<file path="config.mk">
export PLATFORM = sky130hd
export DESIGN_NAME = sequential_multiplier
export DESIGN_NICKNAME = d
export VERILOG_FILES = /design/src/rtl/mult_pkg.sv /design/src/rtl/mult_negate.sv /design/src/rtl/sequential_multiplier.sv
export SDC_FILE = /design/constraint.sdc
export NUM_CORES = 1
export LEC_CHECK = 0
export ABC_AREA = 1
export CAP_MARGIN = 20
export CELL_PAD_IN_SITES_DETAIL_PLACEMENT = 1
export CELL_PAD_IN_SITES_GLOBAL_PLACEMENT = 1
export CORE_UTILIZATION = 45
export CTS_CLUSTER_SIZE = 14
export DETAILED_ROUTE_END_ITERATION = 10
export MAX_ROUTING_LAYER = met4
export PLACE_DENSITY_LB_ADDON = 0.1
export SLEW_MARGIN = 0
export SYNTH_ARGS = -nofsm -noshare
export SYNTH_HDL_FRONTEND = slang
export SYNTH_SLANG_ARGS = --single-unit
</file>
<file path="constraint.sdc">
create_clock -name clock -period 9.35 [get_ports clock]
set_input_delay 1.4025 -clock clock [delete_from_list [all_inputs] [get_ports clock]]
set_output_delay 1.4025 -clock clock [all_outputs]
set_load 0.01 [all_outputs]
</file>
<file path="src/rtl/mult_pkg.sv">
// rtl/mult_pkg.sv - shared constants, state encoding and helpers for the sequential multiplier
//
// Purpose: single source for the FSM state encoding, the default operand width
//          and the counter-width helper used by sequential_multiplier.
// Ports:   none (package)
`timescale 1ns/100ps
package mult_pkg;

  localparam int MULT_WIDTH = 32;

  // Counter must index WIDTH RUN cycles (0 .. WIDTH-1); keep at least one bit.
  function automatic int cnt_width(input int w);
    return (w > 1) ? $clog2(w) : 1;
  endfunction

  localparam int CNT_W = cnt_width(MULT_WIDTH);

  typedef enum logic [1:0] {
    ST_IDLE = 2'd0,
    ST_RUN  = 2'd1,
    ST_DONE = 2'd2
  } state_t;

endpackage

</file>
<file path="src/rtl/mult_negate.sv">
// rtl/mult_negate.sv - conditional two's-complement negate
//
// Purpose: o_value = i_negate ? -i_value : i_value (W-bit two's complement).
//          Used for operand magnitudes and for the final product sign fix-up.
// Ports:
//   i_value   in  W  value to pass through or negate
//   i_negate  in  1  1: negate, 0: pass through
//   o_value   out W  result
`timescale 1ns/100ps
module mult_negate #(
  parameter int W = 64
) (
  input  logic [W-1:0] i_value,
  input  logic         i_negate,
  output logic [W-1:0] o_value
);

  logic [W-1:0] w_negated;

  assign w_negated = ~i_value + W'(1);
  assign o_value   = i_negate ? w_negated : i_value;

endmodule

</file>
<file path="src/rtl/sequential_multiplier.sv">
// rtl/sequential_multiplier.sv - iterative shift-add multiplier, one multiplier bit per clock
//
// Purpose: WIDTH x WIDTH -> 2*WIDTH multiply (signed or unsigned) for MULT/MULTU.
//          Operands are reduced to magnitudes on the accepting edge, WIDTH shift-add
//          steps run on magnitudes, and the sign is reapplied on the final edge.
// Ports:
//   clock      in  1      rising-edge clock
//   reset      in  1      asynchronous active-high reset
//   start      in  1      begin an operation (accepted in IDLE or DONE only)
//   is_signed  in  1      1: two's-complement operands, 0: unsigned
//   a          in  WIDTH  multiplicand
//   b          in  WIDTH  multiplier
//   hi         out WIDTH  upper half of product
//   lo         out WIDTH  lower half of product
//   busy       out 1      operation in progress
//   done       out 1      one-cycle pulse, hi/lo just updated
`timescale 1ns/100ps
module sequential_multiplier
  import mult_pkg::*;
#(
  parameter int WIDTH = MULT_WIDTH
) (
  input  logic             clock,
  input  logic             reset,
  input  logic             start,
  input  logic             is_signed,
  input  logic [WIDTH-1:0] a,
  input  logic [WIDTH-1:0] b,
  output logic [WIDTH-1:0] hi,
  output logic [WIDTH-1:0] lo,
  output logic             busy,
  output logic             done
);

  localparam int CNT_BITS = cnt_width(WIDTH);

  state_t                r_state;
  logic [CNT_BITS-1:0]   r_count;
  logic [WIDTH-1:0]      r_a;
  logic [WIDTH-1:0]      r_b;
  logic [2*WIDTH-1:0]    r_acc;
  logic                  r_neg;
  logic [WIDTH-1:0]      r_hi;
  logic [WIDTH-1:0]      r_lo;

  logic [WIDTH-1:0]      w_a_mag;
  logic [WIDTH-1:0]      w_b_mag;
  logic [WIDTH-1:0]      w_addend;
  logic [WIDTH:0]        w_sum;
  logic [2*WIDTH-1:0]    w_acc_next;
  logic [2*WIDTH-1:0]    w_product;

  // Magnitude of the most negative value wraps back to itself, which is the
  // correct unsigned magnitude (e.g. 0x80000000 -> 2^31).
  mult_negate #(.W(WIDTH)) u_neg_a (
    .i_value  (a),
    .i_negate (is_signed & a[WIDTH-1]),
    .o_value  (w_a_mag)
  );

  mult_negate #(.W(WIDTH)) u_neg_b (
    .i_value  (b),
    .i_negate (is_signed & b[WIDTH-1]),
    .o_value  (w_b_mag)
  );

  // Add into the upper half with the carry kept, then shift the whole
  // accumulator right so the carry lands in the top bit.
  assign w_addend   = r_b[0] ? r_a : '0;
  assign w_sum      = {1'b0, r_acc[2*WIDTH-1:WIDTH]} + {1'b0, w_addend};
  assign w_acc_next = {w_sum, r_acc[WIDTH-1:1]};

  mult_negate #(.W(2*WIDTH)) u_neg_p (
    .i_value  (w_acc_next),
    .i_negate (r_neg),
    .o_value  (w_product)
  );

  always_ff @(posedge clock or posedge reset) begin
    if (reset) begin
      r_state <= ST_IDLE;
      r_count <= '0;
      r_a     <= '0;
      r_b     <= '0;
      r_acc   <= '0;
      r_neg   <= 1'b0;
      r_hi    <= '0;
      r_lo    <= '0;
    end else begin
      unique case (r_state)
        ST_IDLE, ST_DONE: begin
          if (start) begin
            r_a     <= w_a_mag;
            r_b     <= w_b_mag;
            r_neg   <= is_signed & (a[WIDTH-1] ^ b[WIDTH-1]);
            r_acc   <= '0;
            r_count <= '0;
            r_state <= ST_RUN;
          end else begin
            r_state <= ST_IDLE;
          end
        end
        ST_RUN: begin
          r_acc   <= w_acc_next;
          r_b     <= r_b >> 1;
          r_count <= r_count + CNT_BITS'(1);
          // Final step: publish the sign-corrected product straight from the
          // combinational next-accumulator so hi/lo update on this edge.
          if (r_count == CNT_BITS'(WIDTH - 1)) begin
            {r_hi, r_lo} <= w_product;
            r_state      <= ST_DONE;
          end
        end
        default: r_state <= ST_IDLE;
      endcase
    end
  end

  assign hi   = r_hi;
  assign lo   = r_lo;
  assign busy = (r_state == ST_RUN);
  assign done = (r_state == ST_DONE);

endmodule

</file>
==> Word-level counts from Yosys, hierarchy flattened <==
Cells that the tools add are included.
{ "word_totals": {"in_bits": 68, "output_inout_bits": 66, "register_bits": 200} }
{ "op_classes": {"n_bitwise": 7, "add_sub_neg": 5, "reduce_logical": 6, "eq_ne": 5, "muxes": 13} }
{ "ops": {"columns": ["operator", "count"], "rows": [
  ["2-to-1 mux 32 bit", 4],
  ["2-to-1 mux 64 bit", 2],
  ["case mux 64 bit (2 select lines)", 1],
  ["adder 32 x 1 -> 32 bit (second input constant)", 2],
  ["adder 64 x 1 -> 64 bit (second input constant)", 1],
  ["inverter 32 bit", 2],
  ["inverter 64 bit", 1],
  ["case mux 32 bit (2 select lines)", 1],
  ["adder 32 x 32 -> 33 bit", 1],
  ["case mux 5 bit (2 select lines)", 1],
  ["AND reduction 2 bit", 3],
  ["adder 5 x 1 -> 5 bit (second input constant)", 1],
  ["== test 5 bit (second input constant)", 1],
  ["2-to-1 mux 5 bit", 1],
  ["case mux 2 bit (2 select lines)", 1],
  ["AND 1 bit", 3],
  ["== test 2 x 1 -> 1 bit (second input constant)", 1],
  ["== test 2 bit (second input constant)", 1],
  ["logical NOT 2 bit", 1],
  ["2-to-1 mux 2 bit", 1],
  ["inequality test 2 x 1 -> 1 bit (second input constant)", 1],
  ["inequality test 2 bit (second input constant)", 1],
  ["nonzero test 2 bit", 1],
  ["OR reduction 2 bit", 1],
  ["other kinds (2)", 2]
]} }

==> Longest topological paths before layout <==
Gate-level depths: netlist of the first run.
{ "depth": {"ltp_word": 5, "depth_mapped": 25, "mapped_depth_nobuf": 23} }

==> By module <==
Synthesis of the first run repeated with hierarchy kept, for this count alone.
{ "hier_totals": {"hier_cells": 2349, "hier_area_um2": 15122.0} }
{ "modules_own_cells": {"columns": ["module", "cells_each", "area_each_um2", "seq_area_each_um2", "instances"], "rows": [
  ["sequential_multiplier", 1397, 10438.8, 4979.8, 1],
  ["mult_negate (u_neg_p)", 498, 2466.1, 0.0, 1],
  ["mult_negate (u_neg_a ...)", 227, 1108.6, 0.0, 2]
]} }

==> Least setup slack after synthesis of the first run <==
Ideal clock, no wire load.
{ "synth_timing": {"path_type": "input to register", "start": "in a[0]", "end": "reg r_a[24]", "setup_time_ps": 130, "cell_stages": 13, "arrival_ps": 2958, "path_slack_ps": 6262, "path_cell_list": "inv_1 > ha_1 > nor3b_2 > nand2_1 > nor3_2 > nand2_1 > nor2_1 > nand3_1 > nor2_1 > nand2_1 > o21ai_1 > xor2_1 > o21ai_1"} }
{ "synth_between": {"elab_chain_len": 3} }
{ "synth_rtl": {"columns": ["element", "line_no", "rtl"], "rows": [
  ["start: declaration", "sequential_multiplier.sv:27", "input logic [WIDTH-1:0] a,"],
  ["inverter 32 bit", "mult_negate.sv:20", "assign w_negated = ~i_value + W'(1);"],
  ["adder 32 x 1 -> 32 bit", "mult_negate.sv:20", null],
  ["2-to-1 mux 32 bit", "mult_negate.sv:21", "assign o_value = i_negate ? w_negated : i_value;"],
  ["end signal: assignment", "sequential_multiplier.sv:93", "r_a <= w_a_mag;"],
  ["end: declaration", "sequential_multiplier.sv:39", "logic [WIDTH-1:0] r_a;"]
]} }
Every way passes these cells.
A chain may end at the register's enable or synchronous reset.

==> Final worst setup path of the first run <==
{ "layout_timing": {"start": "in start", "end": "reg r_b[6]"} }
{ "layout_between": {"elab_chain_len": 2} }
{ "layout_rtl": {"columns": ["element", "line_no", "rtl"], "rows": [
  ["start: declaration", "sequential_multiplier.sv:25", "input logic start,"],
  ["inequality test 2 bit (no source line)", null, null],
  ["AND reduction 2 bit (no source line)", null, null],
  ["end signal: assignment", "sequential_multiplier.sv:94", "r_b <= w_b_mag;"],
  ["end signal: assignment", "sequential_multiplier.sv:105", "r_b <= r_b >> 1;"],
  ["end: declaration", "sequential_multiplier.sv:40", "logic [WIDTH-1:0] r_b;"]
]} }
Every way passes these cells.

==> metrics.md, run 1 <==
| Metric | Value |
|---|---|
| Status | `completed` |
| Flop pwr share | `0.250` |
| H-tree depth | `4` |
| Clk slew on worst S/H paths | `90 ps` |
| Vias in the first global route | `14200` |
| Drt total wl | `45100 µm` |
| Nets | `2254` |
| Power Dens Cells | `355 mW/mm²` |
| Total global routing overflow | `0` |
| HP Class | `flop to flop` |
| Buffers added on ports | `133` |
| Hold-fix buffers, CTS | `0` |
| CTS max path bufs | `2` |
| Max-slew violation count | `0` |
| Gate count of the mapped netlist | `2049` |
| CTS Buf Count | `17` |
| Root buffer cell | `clkbuf_16` |
| Initial antenna violation count | `0` |
| Worst-skew pair later-pin latency | `460 ps` |
| Layout area overhead | `16.7%` |
| Starting Density | `0.463` |
| CP cell instances | `clkdlybuf4s50_1 > nand2_2 > buf_4 > nand2_1 > inv_1 > buf_4 > nand2_1 > o311ai_0` |
| Post-synth EDFFs | `0` |
| Synthesized area | `0.0139 mm²` |
| Flops & latches, synth | `199` |
| Post-synthesis mux area share | `0` |
| Post-synthesis compound-gate area fraction | `0.108` |
| Commonest non-fill, non-tap cell in the layout | `nand2_1` |
| Clock Power Share | `0.142` |
| Layout Skew | `16.5 ps` |
| First-pass GRT wire length | `73200 µm` |
| Async SR Flop Fraction | `1.00` |
| Max Cap Violations | `0` |
| Fmax | `266 MHz` |
| GRT Resource Usage Total | `0.306` |
| Drt drc | `0` |
| DR iter-0 viols | `672` |
| Rel. slew slack | `0.311` |
| Via count | `13700` |
| Final Hold Vio Count | `0` |
| Simple-Gate Fraction of Synth Area | `0.347` |
| CTS Sinks | `199` |
| Setup TNS Final | `0 ps` |
| Adder-cell share of the synthesized area | `0.0348` |
| Req. time, crit path | `9690 ps` |
| Buf/Inv on CP | `4` |
| Cell variety after synth | `48` |
| Largest net degree at the start of global routing | `128` |
| RePlAce Congestion | `0.928` |
| Syn Area/Cell | `6.78 µm²` |
| Largest family of logic cells by synthesized area | `simple AND/OR/NAND/NOR gates` |
| CTS tree | `built` |
| Part of the Yosys area used for sequential elements | `0.358` |
| DIE WIDTH | `178 µm` |
| Syn. warnings | `0` |
| Syn_nets | `2155` |
| Final min period | `3760 ps` |
| WS Path Type | `input port to flop` |
| Core area | `0.0300 mm²` |
| Comb power frac | `0.608` |
| DR vias/cell | `5.37` |
| Worst slew pin tran | `1030 ps` |
| Final period utilization | `0.402` |
| Commonest non-fill, non-tap cells in the layout | `nand2_1 (655), inv_1 (278), dfrtp_1 (199)` |
| Die Y | `178 µm` |
| Layout cells sized above 1 | `0.0777` |
| Wire per inst | `17.7 µm` |
| Critical path arrival | `4090 ps` |
| Largest stage delay, worst path | `610 ps` |
| DR pass1 iterations | `5` |
| Crit-path max FO | `79` |
| Total inserted antenna cells | `0` |
| Synth Area in XOR/XNOR | `0.0529` |
| IO Count | `134` |
| P_leak | `8.13 nW` |
| Main synth FF type | `dfrtp_1` |
| CP endpoint kind | `flop` |
| Worst IR drop on VDD | `0.000155 V` |
| Die area | `0.0316 mm²` |
| FF-to-FF setup slack | `5800 ps` |
| Final setup vio count | `0` |
| Internal power | `2.75 mW` |
| Detailed Place HPWL | `34300 µm` |
| Sw Share | `0.521` |
| Util after Layout | `0.540` |
| Unrepaired setup endpoints after global routing | `false` |
| Antenna Nets Post-Route | `0` |
| Setup crit start kind | `input port` |
| Post-cts sizing count | `0` |
| Delay-heaviest family, CP | `buffers and inverters` |
| Net Sw Power | `3.00 mW` |
| FP Rows | `63` |
| CP max-delay cell | `inv_1` |
| Post-CTS Setup Bufs | `0` |
[worst register-to-register path: stages, from the launching register on]
cell and delay (ps):
dfrtp_1 530, buf_16 240, nand2_1 190, inv_1 80, ha_1 350, nand2_1 100
nand2_1 110, inv_1 140, nand2_1 70, nand2_1 120, nand3_2 170, nand2_1 100
nand2_1 130, nor2_2 180, nand2_1 90, nor2_2 200, nand2_1 80, nor2_1 190
nand2_1 100, nand2_1 70, nand2_1 50, nand3_1 70, nand2_1 80
[cells by family (layout without fill, tap and decap cells)]
group,after synthesis,after routing
and+or+nand+nor,1107,1107
buffers and inverters,363,475
AOI/OAI and AO/OA,258,258
DFF,199,199
xor gates and xnor gates,84,84
adders and majority gates,38,38
[cell usage after synthesis, types with 21 or more instances]
master	number	area (µm²)
a21oi_1	48	240
clkbuf_1	50	188
dfrtp_1	199	4980
ha_1	37	463
inv_1	279	1050
nand2_1	657	2470
nand2_2	45	282
nand3_1	117	586
nand4_1	21	131
nor2_1	156	586
nor2_2	29	181
nor3_1	25	125
o21ai_0	118	591
o22ai_1	31	194
xor2_1	70	613
[worst paths after layout]
check / cells after the start / to / startpoint
max: 8 / r_b[6]$_DFFE_PP0P_ / start
min: 2 / hi[24]$_DFFE_PP0P_ / hi[24]$_DFFE_PP0P_
max reg2reg: 22 / hi[31]$_DFFE_PP0P_ / r_b[0]$_DFFE_PP0P_
min reg2reg: 2 / hi[24]$_DFFE_PP0P_ / hi[24]$_DFFE_PP0P_
max in group asynchronous: 3 / r_a[24]$_DFFE_PP0P_ / reset
min in group asynchronous: 2 / lo[7]$_DFFE_PP0P_ / reset
[sequential cells by signal (all words and copies together), names as in the netlist]
| name | flops |
|---|---|
| r_count | 5 |
| r_a | 32 |
| r_neg | 1 |
| lo | 32 |
| r_acc | 63 |
| r_state | 2 |
| hi | 32 |
| r_b | 32 |
[cell type report]
cell class	instances	area, µm²
multi-input combinational	1487	7560
inverter	302	1140
timing repair buffer	141	1410
sequential	199	4980
fill	3922	13800
tap	390	488
clock inverter	14	199
clock buffer	18	439
[through the flow]
stage / cells / total power [mW] / hold WS, ps / area (µm²) / setup slack, ps
CTS: 2550 / 5.74 / 487 / 16200 / 5390
finish: 2551 / 5.75 / 486 / 16200 / 5590
detailed placement: 2518 / 4.89 / 465 / 15500 / 5140
global route: 2551 / 6.21 / 507 / 16200 / 5390
floorplan: 2049 / 3.77 / 440 / 13900 / 2520
global placement: 2518 / 4.72 / 462 / 15500 / 5240
[per-layer routing]
metal	global-route usage	wire length [µm]	vias to the layer above
li1	-	-	6671
met1	0.394	21100	6700
met2	0.500	21300	255
met3	0.0362	1470	65
met4	0.0986	1230	0
met5	-	0	-
[power by group through the flow]
stage	clock network [mW]	registers [mW]	logic [mW]
2_1_floorplan	0	1.39	2.38
3_3_place_gp	0	1.44	3.28
3_5_place_dp	0	1.45	3.43
4_1_cts	0.824	1.45	3.46
5_1_grt	0.852	1.47	3.89
6_report	0.814	1.44	3.50
Note: power is estimated with default switching activity, not from simulation.
==> run 2: changes to the inputs <==
Settings changed: CORE_UTILIZATION 45 to 42.
Clock period 9.35 ns to 3.8 ns, I/O delays scaled along.
==> metrics.md, run 2 (synthesis gave the netlist of run 1 again) <==
| Metric | Value |
|---|---|
| Status | `completed` |
| Post-route design area | `0.0163 mm² (+0.41%)` |
| Via count | `13600 (-0.45%)` |
| Total global routing overflow | `0 (unchanged)` |
| Vias in the first global route | `14200 (-0.15%)` |
| DR vias/cell | `5.22 (-2.7%)` |
| Largest net degree at the start of global routing | `76 (-41%)` |
| WHS | `470 ps (-16.0 ps)` |
| Clock Power Share | `0.131 (-0.011)` |
| Req. time, crit path | `4140 ps (-5550 ps)` |
| Commonest non-fill, non-tap cells in the layout | `nand2_1 (655), inv_1 (278), dfrtp_1 (199)` |
| Layout area overhead | `17.2%` |
| CTS Sinks | `199 (unchanged)` |
| Placed inst area | `0.0157 mm² (+1.1%)` |
| Wire per inst | `17.7 µm (+0.17%)` |
| CTS Buf Count | `17 (unchanged)` |
| Final Hold Vio Count | `0 (unchanged)` |
| Die area | `0.0338 mm² (+7.1%)` |
| Layout Skew | `14.2 ps (-2.23 ps)` |
| Die Y | `184 µm (+3.5%)` |
| Max Cap Violations | `0 (unchanged)` |
| Largest register by flop count | `r_acc` |
| Post-CTS Setup Bufs | `0 (unchanged)` |
| Root buffer cell | `clkbuf_16` |
| Sw Share | `0.522 (about the same)` |
| CTS tree | `built` |
| DR pass1 iterations | `5 (unchanged)` |
| Setup crit start kind | `flop` |
| Fmax | `284 MHz` |
| Reg2reg path depth | `19 (-14%)` |
| Final min period | `3520 ps` |
| Critical path arrival | `3870 ps (-220 ps)` |
| Worst-skew pair later-pin latency | `460 ps (about the same)` |
| Worst slew pin tran | `1040 ps (+3.33 ps)` |
| Max reg flops | `63 (unchanged)` |
| Overall Power | `14.1 mW (+140%)` |
| Crit-path max FO | `33 (-58%)` |
| Max-slew violation count | `0 (unchanged)` |
| Antenna Nets Post-Route | `0 (unchanged)` |
| Clk slew on worst S/H paths | `80 ps (about the same)` |
| GRT Resource Usage Total | `0.294 (-0.0117)` |
| FP Rows | `66 (+4.8%)` |
| Core area | `0.0325 mm² (+8.3%)` |
| CTS max path bufs | `2 (unchanged)` |
| Final period utilization | `0.927` |
| Buffers added on ports | `133 (unchanged)` |
| Post-cts sizing count | `0 (unchanged)` |
| First-pass GRT wire length | `75000 µm (+2.4%)` |
| Flop pwr share | `0.253 (+0.003)` |
| Starting Density | `0.427 (-0.0356)` |
| H-tree depth | `4 (unchanged)` |
| Rel. slew slack | `0.304 (-0.00650)` |
| Setup TNS Final | `0 ps (unchanged)` |
| Initial antenna violation count | `2 (+2)` |
| Hold-fix buffers, CTS | `0 (unchanged)` |
| Nets | `2262 (+0.35%)` |
| Detailed Place HPWL | `36000 µm (+5.1%)` |
| Worst IR drop on VDD | `0.000402 V (+160%)` |
| DR iter-0 viols | `696 (+3.6%)` |
| Util after Layout | `0.500 (-0.0395)` |
| CP endpoint kind | `flop` |
| Drt total wl | `46200 µm (+2.4%)` |
| DIE WIDTH | `184 µm (+3.5%)` |
| WS Path Type | `flop to flop` |
| Layout cells sized above 1 | `0.0790 (+0.00124)` |
| Power Dens Cells | `864 mW/mm² (+140%)` |
| Final setup vio count | `0 (unchanged)` |
| Internal power | `6.73 mW (+140%)` |
| P_leak | `8.14 nW (about the same)` |
| Commonest non-fill, non-tap cell in the layout | `nand2_1` |
| RePlAce Congestion | `0.956 (+3.0%)` |
| IO Count | `134 (unchanged)` |
| Drt drc | `0 (unchanged)` |
| HP Class | `flop to flop` |
| Comb power frac | `0.616 (+0.008)` |
| Unrepaired setup endpoints after global routing | `false` |
| Net Sw Power | `7.33 mW (+140%)` |
| Worst Hold Depth | `1 (-1)` |
run 2: critical path, stage by stage (launching register included):
cell	delay (ps)
dfrtp_1	320
buf_4	340
nand2_1	110
inv_1	80
ha_1	250
fa_1	540
nor2_1	140
nand3_1	100
nor3_1	170
nand2_1	70
nor2_1	160
nand2_1	130
nor2_4	160
inv_2	50
nor2_2	140
nand2_1	140
nor2_1	150
o21ai_0	90
nand3_1	140
nand2_1	90
run 2: layout make-up:
cell class,instances,area (µm²)
Antenna cell,2,5.00
Clock buffer,19,443
Clock inverter,9,118
Fill cell,4306,16300
Inverter,302,1140
Multi-Input combinational cell,1487,7560
Sequential cell,199,4980
Tap cell,442,553
Timing Repair Buffer,149,1490
run 2: final timing paths:
| path | from | slack (ps) | end |
|---|---|---|---|
| max | r_b[0]$_DFFE_PP0P_ | 280 | hi[17]$_DFFE_PP0P_ |
| min | r_count[3]$_DFFE_PP0P_ | 470 | r_count[3]$_DFFE_PP0P_ |
| max reg2reg | r_b[0]$_DFFE_PP0P_ | 280 | hi[17]$_DFFE_PP0P_ |
| min reg2reg | r_count[3]$_DFFE_PP0P_ | 470 | r_count[3]$_DFFE_PP0P_ |
| max in group asynchronous | reset | 2450 | r_a[13]$_DFFE_PP0P_ |
| min in group asynchronous | reset | 550 | r_acc[23]$_DFFE_PP0P_ |
run 2: layer usage:
layer,track usage,vias to the layer above,routed length (µm),share of wire
met5,-,-,0,0
met4,0.0860,0,901,0.019
met3,0.0414,54,1620,0.035
met2,0.486,260,22200,0.48
met1,0.373,6615,21500,0.46
li1,-,6700,-,-
run 2: power by group through the flow:
stage / logic [mW] / registers (mW) / clock network (mW)
finish: 8.66 / 3.56 / 1.84
global route: 9.65 / 3.65 / 1.95
CTS: 8.67 / 3.55 / 1.88
detailed placement: 8.61 / 3.58 / 0
global placement: 8.31 / 3.55 / 0
floorplan: 5.85 / 3.43 / 0
run 2: metrics by stage:
step / cells / setup slack (ps)
after floorplan: 2049 / 656
after global placement: 2579 / 501
after detailed placement: 2579 / 319
after CTS: 2607 / 305
after global routing: 2609 / 7.75
final: 2609 / 276
==> run 3: changes to the inputs <==
Clock period 3.8 ns to 3.6 ns, I/O delays scaled along.
==> metrics.md, run 3 (synthesis gave the netlist of run 1 again) <==
| Metric | Value |
|---|---|
| DR pass1 iterations | `5 (unchanged)` |
| Status | `completed` |
| Wire per inst | `17.7 µm (+0.19%)` |
| Layout area overhead | `17.5%` |
| Detailed Place HPWL | `35700 µm (-0.80%)` |
| Buffers added on ports | `133 (unchanged)` |
| Layout cells sized above 1 | `0.0829 (+0.00389)` |
| DIE WIDTH | `184 µm (unchanged)` |
| DR iter-0 viols | `731 (+5.0%)` |
| IO Count | `134 (unchanged)` |
| Internal power | `7.05 mW (+4.8%)` |
| GRT Resource Usage Total | `0.293 (-0.00148)` |
| Initial antenna violation count | `0 (-2)` |
| Antenna Nets Post-Route | `0 (unchanged)` |
| Starting Density | `0.427 (unchanged)` |
| Unrepaired setup endpoints after global routing | `false` |
| CP endpoint kind | `flop` |
| Sw Share | `0.526 (+0.00474)` |
| Comb power frac | `0.615 (about the same)` |
| Drt total wl | `46400 µm (+0.38%)` |
| FP Rows | `66 (unchanged)` |
| CTS Sinks | `199 (unchanged)` |
| Clock Power Share | `0.132 (about the same)` |
| Final setup vio count | `0 (unchanged)` |
| Flop pwr share | `0.253 (about the same)` |
| WS Path Type | `flop to flop` |
| Core area | `0.0325 mm² (unchanged)` |
| CTS Buf Count | `17 (unchanged)` |
| Power Dens Cells | `911 mW/mm² (+5.5%)` |
| Hold-fix buffers, CTS | `0 (unchanged)` |
| Total global routing overflow | `0 (unchanged)` |
| CTS max path bufs | `2 (unchanged)` |
| Max-slew violation count | `0 (unchanged)` |
| Worst slew pin tran | `868 ps (-169 ps)` |
| Register area | `0.00498 mm² (unchanged)` |
| H-tree depth | `4 (unchanged)` |
| Vias in the first global route | `14000 (-1.6%)` |
| First-pass GRT wire length | `74800 µm (-0.28%)` |
| Root buffer cell | `clkbuf_16` |
| Final period utilization | `0.927 (about the same)` |
| Fmax | `300 MHz (+5.6%)` |
| Max reg flops | `63 (unchanged)` |
| Setup crit start kind | `flop` |
| Reg2reg end | `hi[26]$_DFFE_PP0P_` |
| Max Cap Violations | `0 (unchanged)` |
| Critical path arrival | `3680 ps (-190 ps)` |
| Drt drc | `0 (unchanged)` |
| Commonest non-fill, non-tap cells in the layout | `nand2_1 (655), inv_1 (278), dfrtp_1 (199)` |
| Req. time, crit path | `3950 ps (-190 ps)` |
| FILL cells | `4298 (-0.19%)` |
| WHS | `472 ps (+2.13 ps)` |
| Post-CTS Setup Bufs | `0 (unchanged)` |
| Crit-path max FO | `21 (-36%)` |
| Setup TNS Final | `0 ps (unchanged)` |
| Largest register by flop count | `r_acc` |
| Worst r2r src | `r_b[0]$_DFFE_PP0P_` |
| Total inserted antenna cells | `0 (-2)` |
| FF-to-FF setup slack | `260 ps (about the same)` |
| Via count | `13800 (+0.96%)` |
| P_leak | `8.17 nW (+0.40%)` |
| Worst-skew pair later-pin latency | `460 ps (about the same)` |
| CTS tree | `built` |
| Layout Skew | `17.2 ps (+2.91 ps)` |
| Final Hold Vio Count | `0 (unchanged)` |
| Clk slew on worst S/H paths | `90 ps (about the same)` |
| HP Class | `input port to asynchronous set/reset pin` |
| Net Sw Power | `7.83 mW (+6.8%)` |
| Area of the multi-input gates | `0.00756 mm² (about the same)` |
| Largest net degree at the start of global routing | `78 (+2.6%)` |
| Reg2reg path depth | `17 (-2)` |
| Worst IR drop on VDD | `0.000440 V (+9.3%)` |
| DR vias/cell | `5.26 (+0.77%)` |
| RePlAce Congestion | `0.931 (-2.7%)` |
| Die area | `0.0338 mm² (unchanged)` |
| Rel. slew slack | `0.421 (+0.117)` |
| Commonest non-fill, non-tap cell in the layout | `nand2_1` |
| Die Y | `184 µm (unchanged)` |
| Final min period | `3340 ps (-186 ps)` |
| Nets | `2265 (+0.13%)` |
## run 3: cell count changes in the layout (fill, tap and decap cells not counted)
cell        delta
buf_4          +2
bufinv_16      -2
clkbuf_8       +2
clkinv_4       +2
clkinv_8       +2
diode_2        -2
buf_12         +1
clkbuf_1       -1
clkinv_2       +1
clkinvlp_4     -1
inv_6          +1
nor2_1         -1
nor2_2         +1
## run 3: per-stage QoR
step / instance area, µm² / util / setup WS, ps / power [mW] / cells
CTS: 16300 / 0.502 / 327 / 14.9 / 2614
floorplan: 13900 / - / 486 / 9.80 / 2049
global route: 16300 / 0.502 / 7.48 / 16.1 / 2614
finish: 16300 / 0.502 / 262 / 14.9 / 2614
detailed placement: 15800 / 0.484 / 357 / 12.9 / 2582
global placement: 15800 / 0.484 / 474 / 12.5 / 2582
## run 3: timing repair
action                     CTS  global route
setup endpoints to repair    0             1
gates resized for setup      0             1
hold endpoints to repair     0             0
## run 3: how the worst max path moves through the flow
stage | cells past startpoint | slack [ps] | endpoint | startpoint
4_1_cts | 17 | 330 | hi[26]$_DFFE_PP0P_ | r_b[0]$_DFFE_PP0P_
5_1_grt | 17 | 7 | hi[26]$_DFFE_PP0P_ | r_b[0]$_DFFE_PP0P_
2_1_floorplan | 1 | 490 | hi[0]$_DFFE_PP0P_ | reset
3_5_place_dp | 17 | 360 | hi[26]$_DFFE_PP0P_ | r_b[0]$_DFFE_PP0P_
6_report | 17 | 260 | hi[26]$_DFFE_PP0P_ | r_b[0]$_DFFE_PP0P_
3_3_place_gp | 14 | 470 | r_a[24]$_DFFE_PP0P_ | a[0]
## run 3: layout make-up
| type | count | area share |
|---|---|---|
| inverters | 302 | 0.0697 |
| flip-flops and latches | 199 | 0.305 |
| repair buffers | 152 | 0.0933 |
| multi-input cells | 1487 | 0.463 |
| well taps | 442 | 0.0339 |
| clock buffers | 20 | 0.0286 |
| clock inverters | 12 | 0.00697 |
## run 3: layer usage
layer | vias up | wire length (µm) | track usage | part of all wire
met1 | 6656 | 21400 | 0.377 | 0.46
met2 | 316 | 22000 | 0.478 | 0.48
met4 | 0 | 1230 | 0.0967 | 0.027
li1 | 6721 | - | - | -
met3 | 67 | 1730 | 0.0319 | 0.037
met5 | - | 0 | - | 0
## run 3: power groups by stage
stage          combinational [mW]  clock (mW)  sequential [mW]
5_1_grt                      10.2        2.07             3.85
4_1_cts                      9.17        1.99             3.76
3_3_place_gp                 8.78           0             3.75
6_report                     9.15        1.96             3.77
3_5_place_dp                 9.09           0             3.78
2_1_floorplan                6.18           0             3.62
## run 3: critical path: stages, from the launching register on
cell     delay (ps)
dfrtp_1         410
buf_12          170
nand2_1          70
inv_1            50
ha_1            230
fa_1            450
nor2_1          130
nor2_1          110
nor4_1          320
nand4_1         280
nor2_2          250
nand2_1          80
nor2_1          160
nand3_1         130
nand2_1         120
nand3_1          90
nand3_1         100
nand2_1          70
